==> src/rtl/memory_controller_pkg.sv <==
// Shared types and constants for the serial-SRAM memory controller.
// MEM_SPI_CLK_DIV4_EN selects 4 clocks per SPI bit instead of 2.
package memory_controller_pkg;

  typedef enum logic [2:0] {
    STATE_RESET,
    STATE_FETCH,
    STATE_DECODE,
    STATE_EXECUTE,
    STATE_LOAD_MEM,
    STATE_STORE_MEM,
    STATE_WRITEBACK,
    STATE_HALT
  } sys_state_t;

  typedef enum logic [2:0] {
    MC_IDLE,
    MC_CMD,
    MC_ADDR,
    MC_DATA,
    MC_DONE
  } mc_state_t;

  typedef enum logic [1:0] {
    OP_FETCH,
    OP_LOAD,
    OP_STORE
  } mem_op_t;

  localparam logic [7:0] MEM_CMD_READ  = 8'h03;
  localparam logic [7:0] MEM_CMD_WRITE = 8'h02;

  localparam int MEM_CMD_BITS   = 8;
  localparam int MEM_ADDR_BITS  = 16;
  localparam int MEM_FETCH_BITS = 16;
  localparam int MEM_BYTE_BITS  = 8;
  localparam int MEM_BIT_CNT_W  = 4;

`ifdef MEM_SPI_CLK_DIV4_EN
  localparam int MEM_PHASE_W = 2;
`else
  localparam int MEM_PHASE_W = 1;
`endif

  function automatic logic [MEM_BIT_CNT_W-1:0] last_bit(input int n);
    return MEM_BIT_CNT_W'(n - 1);
  endfunction

endpackage

==> src/rtl/spi_bit_engine.sv <==
// SPI mode-0 bit engine: SCK phase generation, MOSI shift-out, MISO shift-in.
// Phase width comes from the package (MEM_SPI_CLK_DIV4_EN widens it).
module spi_bit_engine
  import memory_controller_pkg::*;
(
  input  logic        clk_in,
  input  logic        reset_in,
  input  logic        active_in,
  input  logic        load_in,
  input  logic [15:0] load_data_in,
  input  logic        miso_in,
  output logic        sck_out,
  output logic        mosi_out,
  output logic        bit_end_out,
  output logic [15:0] rx_next_out
);

  logic [MEM_PHASE_W-1:0] phase_q, phase_d;
  logic [15:0]            tx_q, tx_d;
  logic [15:0]            rx_q, rx_d;

  assign bit_end_out = active_in && (phase_q == '1);
  assign sck_out     = active_in && phase_q[MEM_PHASE_W-1];
  assign mosi_out    = active_in && tx_q[15];
  assign rx_next_out = {rx_q[14:0], miso_in};

  always_comb begin
    phase_d = active_in ? phase_q + 1'b1 : '0;
    tx_d    = tx_q;
    rx_d    = rx_q;
    if (bit_end_out) begin
      tx_d = {tx_q[14:0], 1'b0};
      rx_d = rx_next_out;
    end
    // A new segment reloads the shifter on the same edge the old one ends
    if (load_in) begin
      tx_d = load_data_in;
    end
  end

  always_ff @(posedge clk_in or posedge reset_in) begin
    if (reset_in) begin
      phase_q <= '0;
      tx_q    <= '0;
      rx_q    <= '0;
    end else begin
      phase_q <= phase_d;
      tx_q    <= tx_d;
      rx_q    <= rx_d;
    end
  end

endmodule

==> src/rtl/memory_controller.sv <==
// Serial SRAM controller: fetch (2 bytes), load (1 byte), store (1 byte).
// MEM_SPI_CLK_DIV4_EN halves the SPI bit rate (see package).
module memory_controller
  import memory_controller_pkg::*;
(
  input  logic        clk_in,
  input  logic        reset_in,
  input  sys_state_t  seq_state_in,
  input  logic [15:0] pc_in,
  input  logic [15:0] data_addr_in,
  input  logic [7:0]  store_data_in,
  output logic        mem_busy_out,
  output logic        inst_fetch_done_out,
  output logic        data_read_done_out,
  output logic [15:0] inst_out,
  output logic [7:0]  data_out,
  output logic        spi_cs_n_out,
  output logic        spi_sck_out,
  output logic        spi_mosi_out,
  input  logic        spi_miso_in
);

  mc_state_t                state_q, state_d;
  mem_op_t                  op_q, op_d;
  logic [MEM_BIT_CNT_W-1:0] cnt_q, cnt_d;
  logic [15:0]              addr_q, addr_d;
  logic [7:0]               wdata_q, wdata_d;
  logic [15:0]              inst_q, inst_d;
  logic [7:0]               data_q, data_d;

  logic        busy;
  logic        load;
  logic [15:0] load_data;
  logic        bit_end;
  logic [15:0] rx_next;

  assign busy = (state_q == MC_CMD) || (state_q == MC_ADDR) ||
                (state_q == MC_DATA);

  spi_bit_engine u_engine (
    .clk_in       (clk_in),
    .reset_in     (reset_in),
    .active_in    (busy),
    .load_in      (load),
    .load_data_in (load_data),
    .miso_in      (spi_miso_in),
    .sck_out      (spi_sck_out),
    .mosi_out     (spi_mosi_out),
    .bit_end_out  (bit_end),
    .rx_next_out  (rx_next)
  );

  always_comb begin
    state_d   = state_q;
    op_d      = op_q;
    cnt_d     = cnt_q;
    addr_d    = addr_q;
    wdata_d   = wdata_q;
    inst_d    = inst_q;
    data_d    = data_q;
    load      = 1'b0;
    load_data = '0;
    unique case (state_q)
      MC_IDLE: begin
        unique case (seq_state_in)
          STATE_FETCH: begin
            op_d   = OP_FETCH;
            addr_d = pc_in;
          end
          STATE_LOAD_MEM: begin
            op_d   = OP_LOAD;
            addr_d = data_addr_in;
          end
          STATE_STORE_MEM: begin
            op_d   = OP_STORE;
            addr_d = data_addr_in;
          end
          default: ;
        endcase
        if (seq_state_in == STATE_FETCH ||
            seq_state_in == STATE_LOAD_MEM ||
            seq_state_in == STATE_STORE_MEM) begin
          wdata_d   = store_data_in;
          state_d   = MC_CMD;
          cnt_d     = last_bit(MEM_CMD_BITS);
          load      = 1'b1;
          load_data = {(seq_state_in == STATE_STORE_MEM) ?
                       MEM_CMD_WRITE : MEM_CMD_READ, 8'h00};
        end
      end
      MC_CMD: begin
        if (bit_end) begin
          if (cnt_q == '0) begin
            state_d   = MC_ADDR;
            cnt_d     = last_bit(MEM_ADDR_BITS);
            load      = 1'b1;
            load_data = addr_q;
          end else begin
            cnt_d = cnt_q - 1'b1;
          end
        end
      end
      MC_ADDR: begin
        if (bit_end) begin
          if (cnt_q == '0) begin
            state_d   = MC_DATA;
            cnt_d     = (op_q == OP_FETCH) ? last_bit(MEM_FETCH_BITS)
                                           : last_bit(MEM_BYTE_BITS);
            load      = 1'b1;
            // Reads keep MOSI low through the data phase
            load_data = (op_q == OP_STORE) ? {wdata_q, 8'h00} : 16'h0000;
          end else begin
            cnt_d = cnt_q - 1'b1;
          end
        end
      end
      MC_DATA: begin
        if (bit_end) begin
          if (cnt_q == '0) begin
            state_d = MC_DONE;
            if (op_q == OP_FETCH) inst_d = rx_next;
            if (op_q == OP_LOAD)  data_d = rx_next[7:0];
          end else begin
            cnt_d = cnt_q - 1'b1;
          end
        end
      end
      MC_DONE: state_d = MC_IDLE;
      default: state_d = MC_IDLE;
    endcase
  end

  always_ff @(posedge clk_in or posedge reset_in) begin
    if (reset_in) begin
      state_q <= MC_IDLE;
      op_q    <= OP_FETCH;
      cnt_q   <= '0;
      addr_q  <= '0;
      wdata_q <= '0;
      inst_q  <= '0;
      data_q  <= '0;
    end else begin
      state_q <= state_d;
      op_q    <= op_d;
      cnt_q   <= cnt_d;
      addr_q  <= addr_d;
      wdata_q <= wdata_d;
      inst_q  <= inst_d;
      data_q  <= data_d;
    end
  end

  assign mem_busy_out        = busy;
  assign spi_cs_n_out        = !busy;
  assign inst_fetch_done_out = (state_q == MC_DONE) && (op_q == OP_FETCH);
  assign data_read_done_out  = (state_q == MC_DONE) && (op_q == OP_LOAD);
  assign inst_out            = inst_q;
  assign data_out            = data_q;

endmodule
==> config.mk <==
export PLATFORM = sky130hd
export DESIGN_NAME = memory_controller
export DESIGN_NICKNAME = d
export VERILOG_FILES = /design/src/rtl/memory_controller_pkg.sv /design/src/rtl/spi_bit_engine.sv /design/src/rtl/memory_controller.sv
export SDC_FILE = /design/constraint.sdc
export NUM_CORES = 1
export LEC_CHECK = 0
export ABC_CLOCK_PERIOD_IN_PS = 2300
export CAP_MARGIN = 20
export CORE_ASPECT_RATIO = 0.5
export CORE_UTILIZATION = 25
export CTS_CLUSTER_SIZE = 8
export DETAILED_ROUTE_END_ITERATION = 8
export GPL_ROUTABILITY_DRIVEN = 0
export PLACE_DENSITY = 0.52
export SLEW_MARGIN = 20
export SYNTH_ARGS = -nofsm -noshare
export SYNTH_HDL_FRONTEND = slang
export SYNTH_HIERARCHICAL = 1
export SYNTH_SLANG_ARGS = --single-unit
==> constraint.sdc <==
create_clock -name clk_in -period 2.3 [get_ports clk_in]
set_input_delay 0.69 -clock clk_in [delete_from_list [all_inputs] [get_ports clk_in]]
set_output_delay 0.69 -clock clk_in [all_outputs]
set_load 0.02 [all_outputs]
# Word-level counts from Yosys, hierarchy flattened
# Index checks and enable logic that the tools add are counted.
# word_totals
regBits	89
latchBits	0
mem_bits_rw	0
romBits	0
inputBits	46
mem_count	0
# classes
addsub	2
n_mul	0
n_div	0
n_lt_le_gt_ge	0
n_eq_ne	17
n_shift	0
n_mux	34
n_bitwise	0
n_reduce_logical	25
# op_table
cell	n
$mux 16	7
$pmux 16 s3	1
$mux 4	8
$pmux 16 s2	1
$mux 3	7
$pmux 4 s4	1
$pmux 3 s4	1
$mux 10	1
$ne 2x2->1 const B	5
$eq 3x3->1 const B	3
$reduce_and 4->1	2
$reduce_and 7->1	1
$eq 3x1->1 const B	2
$eq 3x2->1 const B	2
$ne 2x1->1 const B	3
$pmux 2 s3	1
$reduce_and 2->1	3
$reduce_and 6->1	1
$mux 1	5
$logic_and 1x1->1	4
$logic_not 4->1	1
$logic_or 1x1->1	4
$reduce_bool 2->1	2
$reduce_bool 4->1	1
other kinds (10)	11

# Depth between registers and ports, before layout
# logic_depth
ltp_word	7
depth_mapped	13
depth_no_buf	9

# Hierarchy
# The synthesis kept the hierarchy.
# by_module_without_submodules
mod	instances	cells_each	area_per_inst_um2	seq_area_each_um2
memory_controller	1	235	2805.2	1426.4
spi_bit_engine	1	128	1559.0	800.8

# Least setup slack after synthesis
# Ideal clock, no wire load.
# synth_path
path_kind	flip-flop to flip-flop
start	register state_q[0]
end	register data_q[0], in the netlist data_out[0]
setup_time_ns	0.125
arrival_time_ns	2.503
t_required_ns	2.175
slack_ns	-0.328
path_stages_with_launch	13
path_buffers	4
cell_sequence	dfrtp_1 -> buf_4 -> nor2_1 -> nor2_1 -> buf_6 -> nand2_8 -> inv_2 -> buf_6 -> nand4bb_4 -> nor3_4 -> and3b_1 -> buf_6 -> mux2_2
# synth_via
elab_chain_cells	5
word_cells_on_any_way	7
cone_classes	3 x eq/ne; 4 x reduce/logical
# synth_rtl
element	line	text
from (decl)	memory_controller.sv:23	mc_state_t state_q, state_d;
from (signal assigned)	memory_controller.sv:143	state_q <= state_d;
$eq 3x1->1 or $eq 3x2->1 (tied branches)	memory_controller.sv:37	assign busy = (state_q == MC_CMD) || (state_q == MC_ADDR) ||
$logic_or 1x1->1	memory_controller.sv:37	
$logic_or 1x1->1 (*)	memory_controller.sv:37	
via mem_busy_out	memory_controller.sv:12	output logic mem_busy_out,
$logic_and 1x1->1 (*)	spi_bit_engine.sv:22	assign bit_end_out = active_in && (phase_q == '1);
via bit_end	memory_controller.sv:34	logic bit_end;
$reduce_and 4->1 (no source line) (*)	n/a	
to (signal assigned)	memory_controller.sv:149	data_q <= data_d;
to (decl)	memory_controller.sv:29	logic [7:0] data_q, data_d;
# Mark *: on every way through the listed nets, which the timed path passes. The rest lies on a longest branch.
# A chain may end at the register's enable or synchronous reset.

# Final worst setup path
# layout_path
start	register state_q[1]
end	output port spi_sck_out
# layout_via
elab_chain_cells	4
word_cells_on_any_way	6
cone_classes	3 x eq/ne; 3 x reduce/logical
# layout_rtl
element	line	text
$eq 3x1->1 or $eq 3x2->1 (tied branches)	memory_controller.sv:37	
$logic_or 1x1->1	memory_controller.sv:37	
$logic_or 1x1->1 (*)	memory_controller.sv:37	
$logic_and 1x1->1 (*)	spi_bit_engine.sv:23	assign sck_out = active_in && phase_q[MEM_PHASE_W-1];
to (decl)	memory_controller.sv:18	output logic spi_sck_out,
# Mark *: on every way between the ends. The rest lies on a longest branch, timed or not.

==> flow_metrics.py <==
metrics = {
    "job": {
        "cap_viol_max_count": 0,
    },
    "yosys": {
        "synthXorXnorAreaFrac": 0.00602,
        "synth_area_sq_um": 4360,
        "synth.area.mux_share": 0.184,
        "synth_edf_count": 0,
        "synth_commonest_cells": "dfrtp_1, nand2_1, mux2_2, mux2_4, o21ai_0",
        "yosys.cell_types.count": 49,
        "synth_top_area_cell": "dfrtp_1",
        "ys.flop_type": "dfrtp_1",
        "synth_top_area_frac": 0.510,
        "ys_warn_count": 6,
        "synth_top_family_by_area": "multiplexers",
        "syn_nets": 411,
        "synthCells": 363,
        "ys_seq_elements": 89,
        "synth-compound-area-share": 0.0874,
        "post-synth-top-count-cell": "dfrtp_1",
        "yosys.area_share.simple": 0.158,
        "synth.avg_cell_area_sq_um": 12.0,
        "synthTopCellsByArea": "dfrtp_1, mux2_4, mux2_2",
        "async_flop_share": 1.00,
        "synthAdderAreaFrac": 0.00573,
        "seq_area_frac_synth": 0.510,
    },
    "outcome": {
        "outcome": "completed",
    },
    "grt": {
        "grt_first_pass_wirelength_microns": 15700,
        "grt_pass1_vias": 3074,
        "grt_max_degree": 31,
        "grt_usage": 0.112,
        "antenna_found_initial": 0,
        "overflow": 0,
    },
    "sta": {
        "grt_setup_unrepaired": "no",
        "worst_slew_margin_rel": 0.745,
        "worst_slack_ns": 0.0862,
        "setup_viol": 0,
        "timing.final.crit_share": 0.963,
        "worstMarginPinSlew_ns": 0.383,
        "fmax_mhz": 452,
        "min_period_ns": 2.21,
        "slew_violations": 0,
        "skew_ns": 0.00739,
        "timing.hold.ws_ns": 0.472,
        "hold_viol": 0,
    },
    "pwr": {
        "finalPower_uw": 6600,
        "ir_drop_v": 0.000439,
        "total_leakage_power_uw": 0.00261,
        "power.density_nw_per_um2": 1130,
    },
    "routing": {
        "wl_microns": 9420,
        "met3_length_microns": 292,
        "drt_pass1_iterations": 4,
        "vias_per_cell": 4.35,
        "wl_met1_microns": 4770,
        "top_layer": "met4",
        "num_vias": 2989,
        "wl_met2_microns": 4250,
        "drtIter0Drc": 175,
        "ant_nets": 0,
        "drc": 0,
        "wl_per_cell_microns": 13.7,
    },
    "clocking": {
        "clk_transition_reported_paths_ns": 0.06,
        "cts_hold_buf": 0,
        "numCtsBuffers": 9,
        "h-tree-depth": 3,
        "clk_root_buffer_cell": "clkbuf_16",
        "cts_tree": "done",
        "cts_sinks": 89,
        "clockBufferDepth": 2,
        "clkLatencyLatePin_ns": 0.34,
    },
    "place": {
        "port_buffers": 75,
        "pre_cts_ws_ns": -0.0317,
        "post-place-cells": 670,
        "place_area_sq_um": 5540,
        "dp_hpwl_microns": 6780,
    },
    "floorplanning": {
        "core_area_sq_um": 16700,
        "dieArea_sq_um": 18000,
        "initial_core_util": 0.261,
        "ios": 76,
        "dieHeight_microns": 95.4,
        "rows": 33,
        "die_w_microns": 189,
    },
    "finish": {
        "fin_area_sq_um": 5860,
        "nNetsFinal": 504,
        "drive_gt1_frac": 0.241,
        "fillCellCount": 1672,
        "layout.cells.non_filler": 687,
        "syn2layout_area_growth_pct": 34.3,
        "n_antenna_cell": 0,
    },
    "worst_setup_path": {
        "r2r-start": "state_q[1]$_DFFE_PP0P_",
        "end_kind": "output pin",
        "cp.arrival_ns": 1.52,
        "cp_slowest_cell": "dfrtp_1",
        "worstPathRequired_ns": 1.61,
        "ff2ff_path_depth": 9,
        "timing.rr.end": "data_out[0]$_DFFE_PP0P_",
        "slowest_delay_ns": 0.36,
        "crit_start": "state_q[1]$_DFFE_PP0P_",
        "cp-endpoint": "spi_sck_out",
        "crit_chain": "nor2_2, nor2_4, nand2_8, inv_6, dlygate4sd2_1",
        "critPathLaunchType": "register",
        "r2r_setup_slack_ns": 0.20,
        "crit_fanout": 11,
        "path_class": "register to output pin",
    },
    "min_path": {
        "min_path_type": "register to register",
    },
}
stage by stage:
| step | util | TNS [ns] |
|---|---|---|
| final | 0.350 | 0 |
| after global routing | 0.350 | 0 |
| after CTS | 0.349 | 0 |
| after detailed placement | 0.331 | -0.0818 |
| after global placement | 0.331 | 0 |
| after floorplan | - | 0 |
critical path, delay by kind of cell (launching register included):
| kind | cells | cell delay, ns |
|---|---|---|
| buffers and inverters | 2 | 0.47 |
| flip-flops | 1 | 0.36 |
| AND/OR/NAND/NOR | 3 | 0.36 |
worst min-delay path by stage:
stage | startpoint | endpoint | slack (ns) | cells after the start
detailed placement | addr_q[5]$_DFFE_PP0P_ | addr_q[5]$_DFFE_PP0P_ | 0.46 | 2
global route | addr_q[9]$_DFFE_PP0P_ | addr_q[9]$_DFFE_PP0P_ | 0.51 | 2
floorplan | addr_q[0]$_DFFE_PP0P_ | addr_q[0]$_DFFE_PP0P_ | 0.44 | 2
finish | addr_q[5]$_DFFE_PP0P_ | addr_q[5]$_DFFE_PP0P_ | 0.47 | 2
global placement | addr_q[3]$_DFFE_PP0P_ | addr_q[3]$_DFFE_PP0P_ | 0.46 | 2
CTS | addr_q[5]$_DFFE_PP0P_ | addr_q[5]$_DFFE_PP0P_ | 0.48 | 2
area by class of cell:
class | instances | area [sq um] | share of cell area
flip-flops and latches | 89 | 2230 | 0.380
well taps | 227 | 284 | 0.0485
clock inverters | 4 | 52.6 | 0.00897
repair buffers | 106 | 1050 | 0.179
clock buffers | 11 | 253 | 0.0431
inverters | 10 | 42.5 | 0.00726
multi-input cells | 240 | 1950 | 0.333
layout by cell type, fill, tap and decap left out, types with 8 or more instances in the layout:
cell	netlist	final
mux2_2	25	25
nand2b_1	16	16
nand4b_1	15	15
nor2_1	14	12
a22oi_1	8	8
inv_1	9	8
clkdlybuf4s50_1	0	69
and2_1	9	9
o21ai_0	18	18
nand2_1	40	40
o211ai_1	14	14
mux2i_1	16	16
mux2_4	24	24
clkbuf_16	0	9
buf_4	3	25
dfrtp_1	89	89
sequential cells by signal (all words and copies together) (netlist names):
name	cells
inst_out	16
cnt_q	4
data_out	8
state_q	3
u_engine/phase_q	1
addr_q	16
u_engine/rx_q	15
op_q	2
wdata_q	8
u_engine/tx_q	16
routing by layer:
layer,GRT usage,vias up
met5,0,-
li1,-,1478
met1,0.150,1460
met4,0.0349,0
met3,0.0283,11
met2,0.179,40
power by group:
part           switching (uW)  internal, uW  total [uW]
clock                     604           897        1500
sequential                418          2150        2570
combinational            1140          1390        2530
repair_timing:
| item | CTS | global route |
|---|---|---|
| buffers inserted | 0 | 2 |
| gates resized for setup | 6 | 3 |
| endpoints found under the setup margin | 6 | 15 |
| pin swaps | 0 | 1 |
| gates cloned | 0 | 0 |
kinds of logic after synthesis:
group,count (synthesis)
AO/OA/AOI/OAI,57
XOR/XNOR,3
adder cells (fa/ha/maj),2
buffers and inverters,34
flip-flops,89
multiplexers,65
AND/OR/NAND/NOR,113
(Power assumes the default switching activity.)
